`src/rtl/ram_arbiter.sv`:
```
// ram_arbiter
// Shares one single-port, word-wide data RAM (combinational read, posedge
// write, no byte enables) between m0 (core load/store unit) and m1
// (debug/loader port). Arbitration is round-robin by default. Byte and
// halfword stores are done as read-modify-write: read the word, merge the
// enabled lanes, then write the merged word back.
//
// Build option:
//   RAM_ARB_FIXED_PRIO_EN  - when defined, m0 always wins a tie and the
//                            round-robin history register is not built.
//
// Ports:
//   clk, rst          clock, synchronous active-high reset
//   mN_req/we/addr/wdata/be   request from master N (N = 0, 1)
//   mN_gnt            combinational grant pulse, IDLE cycles only
//   mN_rvalid         one-cycle completion pulse (reads and writes)
//   mN_rdata          read data; held until the next read completion to
//                     that master, forced to 0 in a write's rvalid cycle
//   ram_we_o/addr_o/wdata_o   RAM write enable, word address, write data
//   ram_rdata_i       RAM combinational read data
//   dbg_state         current FSM state (0 IDLE, 1 ACCESS, 2 RMW_WR)
//
// Handshake: a master raises req with we/addr/wdata/be and holds them
// stable until it sees gnt high in a cycle; the request is accepted at the
// clock edge that ends that cycle. The master may drop req before gnt with
// no effect. Completion is signalled later by a single rvalid pulse; there
// is no backpressure on rvalid.

module ram_arbiter #(
  parameter int ADDR_W = 32,
  parameter int DATA_W = 32
) (
  input  logic              clk,
  input  logic              rst,
  input  logic              m0_req,
  input  logic              m0_we,
  input  logic [ADDR_W-1:0] m0_addr,
  input  logic [DATA_W-1:0] m0_wdata,
  input  logic [3:0]        m0_be,
  output logic              m0_gnt,
  output logic              m0_rvalid,
  output logic [DATA_W-1:0] m0_rdata,
  input  logic              m1_req,
  input  logic              m1_we,
  input  logic [ADDR_W-1:0] m1_addr,
  input  logic [DATA_W-1:0] m1_wdata,
  input  logic [3:0]        m1_be,
  output logic              m1_gnt,
  output logic              m1_rvalid,
  output logic [DATA_W-1:0] m1_rdata,
  output logic              ram_we_o,
  output logic [ADDR_W-1:0] ram_addr_o,
  output logic [DATA_W-1:0] ram_wdata_o,
  input  logic [DATA_W-1:0] ram_rdata_i,
  output logic [1:0]        dbg_state
);

  typedef enum logic [1:0] {
    IDLE   = 2'd0,
    ACCESS = 2'd1,
    RMW_WR = 2'd2
  } state_t;

  localparam logic [ADDR_W-1:0] WORD_MASK = ~ADDR_W'(3);

  state_t state_q, state_d;

  // Latched winning request
  logic              lat_we;
  logic [ADDR_W-1:0] lat_addr;
  logic [DATA_W-1:0] lat_wdata;
  logic [3:0]        lat_be;
  logic              lat_id;

  logic [DATA_W-1:0] merge_q;
  logic [DATA_W-1:0] merged;
  logic [DATA_W-1:0] rdata0_q, rdata1_q;
  logic              rv0_q, rv1_q, rv_wr_q;

  logic win_valid, win_id, grant_en, done;

  // ---------------------------------------------------------------------
  // Arbitration
  // ---------------------------------------------------------------------
`ifdef RAM_ARB_FIXED_PRIO_EN
  always_comb begin
    win_valid = m0_req | m1_req;
    win_id    = ~m0_req;
  end
`else
  logic rr_last;

  // On a tie the master that did not win last time goes next.
  always_comb begin
    win_valid = m0_req | m1_req;
    win_id    = (m0_req && m1_req) ? ~rr_last : ~m0_req;
  end

  always_ff @(posedge clk) begin
    if (rst) begin
      rr_last <= 1'b1;
    end else if (grant_en) begin
      rr_last <= win_id;
    end
  end
`endif

  assign grant_en = (state_q == IDLE) && !rst && win_valid;
  assign m0_gnt   = grant_en && !win_id;
  assign m1_gnt   = grant_en && win_id;

  // Per-lane merge of the store data into the word read back from RAM.
  always_comb begin
    merged = '0;
    for (int i = 0; i < 4; i++) begin
      merged[8*i +: 8] = lat_be[i] ? lat_wdata[8*i +: 8] : ram_rdata_i[8*i +: 8];
    end
  end

  // ---------------------------------------------------------------------
  // FSM next state and RAM drive
  // ---------------------------------------------------------------------
  always_comb begin
    state_d     = state_q;
    ram_we_o    = 1'b0;
    ram_addr_o  = '0;
    ram_wdata_o = '0;
    done        = 1'b0;
    case (state_q)
      IDLE: begin
        if (grant_en) state_d = ACCESS;
      end
      ACCESS: begin
        ram_addr_o = lat_addr;
        if (lat_we && lat_be == 4'hF) begin
          ram_we_o    = 1'b1;
          ram_wdata_o = lat_wdata;
        end
        if (lat_we && lat_be != 4'h0 && lat_be != 4'hF) begin
          state_d = RMW_WR;
        end else begin
          state_d = IDLE;
          done    = 1'b1;
        end
      end
      RMW_WR: begin
        ram_we_o    = 1'b1;
        ram_addr_o  = lat_addr;
        ram_wdata_o = merge_q;
        state_d     = IDLE;
        done        = 1'b1;
      end
      default: state_d = IDLE;
    endcase
    // Nothing reaches the RAM pins while reset is asserted.
    if (rst) begin
      ram_we_o    = 1'b0;
      ram_addr_o  = '0;
      ram_wdata_o = '0;
    end
  end

  // ---------------------------------------------------------------------
  // State and datapath registers
  // ---------------------------------------------------------------------
  always_ff @(posedge clk) begin
    if (rst) begin
      state_q   <= IDLE;
      lat_we    <= 1'b0;
      lat_addr  <= '0;
      lat_wdata <= '0;
      lat_be    <= '0;
      lat_id    <= 1'b0;
      merge_q   <= '0;
      rdata0_q  <= '0;
      rdata1_q  <= '0;
      rv0_q     <= 1'b0;
      rv1_q     <= 1'b0;
      rv_wr_q   <= 1'b0;
    end else begin
      state_q <= state_d;
      rv0_q   <= done && !lat_id;
      rv1_q   <= done && lat_id;
      // Latched fields only change on a new grant, which is never in the
      // same cycle as done, so this is the completing transaction's type.
      rv_wr_q <= lat_we;
      if (grant_en) begin
        lat_id    <= win_id;
        lat_we    <= win_id ? m1_we : m0_we;
        lat_addr  <= (win_id ? m1_addr : m0_addr) & WORD_MASK;
        lat_wdata <= win_id ? m1_wdata : m0_wdata;
        lat_be    <= win_id ? m1_be : m0_be;
      end
      if (state_q == ACCESS) begin
        merge_q <= merged;
        if (!lat_we) begin
          if (lat_id) rdata1_q <= ram_rdata_i;
          else        rdata0_q <= ram_rdata_i;
        end
      end
    end
  end

  assign m0_rvalid = rv0_q;
  assign m1_rvalid = rv1_q;
  assign m0_rdata  = (rv0_q && rv_wr_q) ? '0 : rdata0_q;
  assign m1_rdata  = (rv1_q && rv_wr_q) ? '0 : rdata1_q;
  assign dbg_state = state_q;

endmodule

```
`config.mk`:
```
export PLATFORM = sky130hd
export DESIGN_NAME = ram_arbiter
export DESIGN_NICKNAME = d
export VERILOG_FILES = /design/src/rtl/ram_arbiter.sv
export SDC_FILE = /design/constraint.sdc
export NUM_CORES = 1
export LEC_CHECK = 0
export BUFFER_PORTS_ARGS = -buffer_cell sky130_fd_sc_hd__buf_2
export CORE_MARGIN = 8
export CORE_UTILIZATION = 34
export DETAILED_ROUTE_END_ITERATION = 16
export PLACE_DENSITY_LB_ADDON = 0.08
export SYNTH_ARGS = -nofsm -noshare
export SYNTH_HDL_FRONTEND = slang
export SYNTH_SLANG_ARGS = --single-unit
```
`constraint.sdc`:
```
create_clock -name clk -period 2 [get_ports clk]
set_input_delay 0.2 -clock clk [delete_from_list [all_inputs] [get_ports clk]]
set_output_delay 0.2 -clock clk [all_outputs]
set_load 0.05 [all_outputs]
```
Word-level counts from Yosys, hierarchy flattened
Index checks and enable logic that the tools add are counted.

cells by class
  equal/unequal tests = 5
  mux-type cells = 24
  reduce and logical (&&, ||, !) cells = 20
  bitwise logic cells = 5

operators by type and width
  kind                                            count
  2-to-1 mux 32 bit                               8
  one-hot mux 32 bit (2 select lines)             1
  2-to-1 mux 8 bit                                4
  logical AND 1 bit                               12
  AND reduction 3 bit                             2
  2-to-1 mux 1 bit                                5
  == test 4 bit (second input constant)           1
  2-to-1 mux 2 bit                                2
  2-to-1 mux 4 bit                                1
  inequality test 4 bit (second input constant)   1
  inverter 1 bit                                  4
  one-hot mux 1 bit (2 select lines)              2
  one-hot mux 2 bit (2 select lines)              1
  nonzero test 4 bit                              1
  zero test 1 bit                                 3
  == test 2 x 1 -> 1 bit (second input constant)  1
  == test 2 bit (second input constant)           1
  zero test 2 bit                                 1
  inequality test 2 bit (second input constant)   1
  OR reduction 2 bit                              1
  bitwise OR 1 bit                                1

word-level totals
  register bits after elaboration = 170
  logic and storage cells = 67
  input bits = 174
  output and inout port bits = 135

Logic depth before layout (Yosys ltp)
  depth in word-level cells = 6
  gate-level depth with buffers = 8
  mapped depth without buffers = 5

Worst setup path after synthesis
No wires, ideal clock.

  kind = register to output
  from = reg state_q[0] (netlist: dbg_state[0])
  to = out ram_wdata_o[10]
  data arrival time = 2.290 ns
  buffers on the path = 2
  data required time = 1.800 ns
  cell stages (with the launch flop) = 7
  path slack = -0.490 ns
  cell sequence = dfxtp_1 ha_1 and2_1 buf_2 clkbuf_1 a32oi_1 nor2_1

between the ends
  word-level cells in the longest chain between the ends = 3
  elaborated cells between the ends (all ways) = 4
  those cells by class = 2 x eq/ne; 2 x mux

RTL lines
  element                                                         line  source
  start, declared                                                 66    state_t state_q, state_d;
  start signal, assigned                                          181   state_q <= state_d;
  == test 2 bit / == test 2 x 1 -> 1 bit (equally long branches)  129   case (state_q)
  one-hot mux 32 bit (2 select lines) (*)                         129
  2-to-1 mux 32 bit (*)                                           156   if (rst) begin
  end, declared                                                   53    output logic [DATA_W-1:0] ram_wdata_o,

Mark *: on every way between the ends. The rest lies on a longest branch, timed or not.

Worst setup path after layout
  from = reg state_q[1] (netlist: dbg_state[1])
  to = out ram_wdata_o[31]

The elaborated chain is that of the path after synthesis.

==> run metrics <==
Worst Setup End Kind=output pin; root buffer cell=clkbuf_16; Synth area leader=dfxtp_1; number of global-route vias before repair=8582; Achievable Freq=0.4804 GHz; All-Layer GR Usage=21.73%; share of cells above drive strength 1=37.06%; max_slew headroom=45.52%; placed cells=1579; initial DRC count=554; antenna violations before repair=4; Buf+Inv Stages, Crit Path=3; hpwl dp=21820 um; GRT overflow=0; Initial Utilization=34.60%; WP data arrival=1.88 ns; clock sinks=170; I/O Pins=309; Synth Flop Type=dfxtp_1; CTS tree=built; CP max stage delay=0.34 ns; Fin. Hold Viols=0; Post-Syn Instances=1037; Netlist cell types=36; hold path cells=3; worst path required time=1.80 ns; layout net count=1471; asr flop ratio synth=0%; final hold slack=0.01643 ns; CP top delay family=buffers and inverters; status=finished, violations left; Port Buffers=302; Setup Skew=0.01319 ns; Tmin final=2.082 ns; Pleak=4.798 nW; DIE HEIGHT=170.3 um; DIE AREA=29010 um^2; RSZ-0062 raised after global routing=true; WP depth=7; number of buffers created by CTS=17; startpoint types=flip-flop; worst hold path class=input port to flip-flop; Total Wirelength=32900 um; Post-synth EDFFs=0; critical path class=flip-flop to output pin; first-pass GRT wire length=49940 um; H-Tree Depth=4; pwr dens=731.7 nW/um^2; Clock transition at path regs=0.08 ns; Yosys top cell area share=42.03%; Least-Margin Pin Slew=0.8118 ns; yosys warns=0; worst-skew pair later-pin latency=0.43 ns; core outline area=23400 um^2; sequential cell area fraction in the yosys report=42.03%; Clock Path Buffers=2; Synth Register Bits=170; Setup violations, final=63; slowest cell on the critical path=dfxtp_2; violated checks=negative setup slack; syn_area_per_cell=7.809 um^2; Area contributors post-synth=dfxtp_1 (42%), nand3_1 (7.7%), and2_1 (7.4%); post-route ant nets=0; Via Count=8555; largest net degree at the start of global routing=107; WL/cell=20.22 um; die width=170.3 um; Max Cap Violations=0; GPL Wtd Cong=0.7956; crit share post-route=104.1%; Syn-to-layout area delta=49.46%; worst vdd ir=505.0 uV; largest fanout on the critical path=9; vias per inst=5.258; Mapped Area=8098 um^2; final std cells w/o fill=1627; Reg2Reg Depth=7; critical path cell sequence=inv_4 -> ha_4 -> and2_4 -> buf_12 -> a32oi_1 -> nor2_2 -> buf_6; DRC viols=0; # rows=56; Pins Over Slew Limit=0; worst setup margin=-0.08167 ns; Detailed Routing Iterations Pass 1=4
-- cell usage after synthesis, types with 2 or more instances --
cell	count
nor2_1	69
buf_4	9
nand3_1	125
and3b_1	2
nor2b_1	3
a211oi_1	33
nand2_1	133
buf_1	4
dfxtp_1	170
a21oi_1	76
mux2i_1	33
o21ai_0	58
clkbuf_1	74
nand2b_1	3
inv_1	4
ha_1	4
a31oi_1	58
and2_1	96
buf_2	26
a32oi_1	41
-- through the flow --
stage,TNS (ns),worst slack [ns],area (um^2),utilization [%],total power [mW]
3_3_place_gp,0,0.1444,10330,44.16,5.448
5_1_grt,-6.888,-0.1467,12100,51.71,9.258
4_1_cts,-3.330,-0.08485,11870,50.70,8.908
3_5_place_dp,0,0.1111,10330,44.16,5.461
2_1_floorplan,0,0.006525,8362,-,4.851
6_report,-2.791,-0.08167,12100,51.72,8.855
-- per-layer routing --
layer | share of wire, % | GRT usage, % | vias to the layer above
met3 | 7.7 | 6.766 | 27
met4 | 1.3 | 5.034 | 4
met1 | 45 | 28.91 | 4050
li1 | - | - | 4182
met2 | 46 | 33.83 | 292
met5 | 0.070 | 0 | -
-- placed cells by master, fill, tap and decap left out, types with 11 or more instances in the layout --
cell	count
nand2_1	133
nand3_1	125
nor2_4	32
and2_4	26
dfxtp_1	168
o21ai_0	58
buf_12	20
a21oi_1	76
mux2i_1	33
clkbuf_16	21
nor2_1	35
buf_8	39
a32oi_1	11
a211oi_1	33
a32oi_2	20
buf_6	24
and2_1	70
buf_2	237
a31oi_1	58
buf_4	22
-- path summary, 6_finish.rpt --
check / startpoint / to / slack, ns
hold / removal: m0_wdata[10] / lat_wdata[10]$_SDFFE_PP0P_ / 0.02
setup reg to reg: dbg_state[1]$_SDFFE_PP0P_ / rdata0_q[28]$_SDFFE_PP0P_ / 0.20
hold reg to reg: rdata1_q[0]$_SDFFE_PP0P_ / rdata1_q[0]$_SDFFE_PP0P_ / 0.45
setup / recovery: dbg_state[1]$_SDFFE_PP0P_ / ram_wdata_o[31] / -0.08
-- timing repair --
action | 4_1_cts | 5_1_grt
pin swaps | 9 | 19
endpoints found under the hold margin | 3 | 0
hold buffers | 3 | 0
resized for setup | 193 | 46
buffers inserted | 3 | 1
endpoints found under the setup margin | 65 | 64
gates cloned | 3 | 5
-- state kept, by name (all words and copies together), names as in the netlist --
| name | flops |
|---|---|
| merge_q | 32 |
| lat_wdata | 32 |
| m1_rvalid | 1 |
| lat_id | 1 |
| rdata1_q | 32 |
| lat_we | 1 |
| rr_last | 1 |
| lat_addr | 30 |
| dbg_state | 2 |
| rdata0_q | 32 |
| lat_be | 4 |
| rv_wr_q | 1 |
| m0_rvalid | 1 |
-- power by group --
group	switching [mW]	internal, mW
clock	1.56	1.78
sequential	0.173	3.61
combinational	1.11	0.623
-- cells by family (layout without fill, tap and decap cells) --
group	Yosys count	in the layout	synth area share, %
other cells	1	4	0.04631
simple gates	439	439	26.02
buf+inv	119	387	6.443
fa+ha+maj	4	4	0.6181
compound gates	271	271	20.77
mux	33	33	4.079
flops	170	170	42.03
-- worst register-to-register path, stage by stage (launching register included) --
cell and delay (ns):
dfxtp_2 0.34, inv_4 0.08, ha_4 0.14, buf_12 0.26, or3b_1 0.39, buf_4 0.25, nand2_1 0.12, a21oi_1 0.07
-- cell type report --
| type | instances | area, um^2 |
|---|---|---|
| clock buffer | 18 | 429.2 |
| clock inverter | 14 | 153.9 |
| multi-input combinational | 749 | 4895 |
| inverter | 4 | 20.02 |
| antenna | 2 | 5.005 |
| timing repair buffer | 351 | 2793 |
| tap | 319 | 399.1 |
| sequential | 170 | 3408 |
| fill | 2299 | 11300 |
Note: power is estimated with default switching activity, not from simulation.
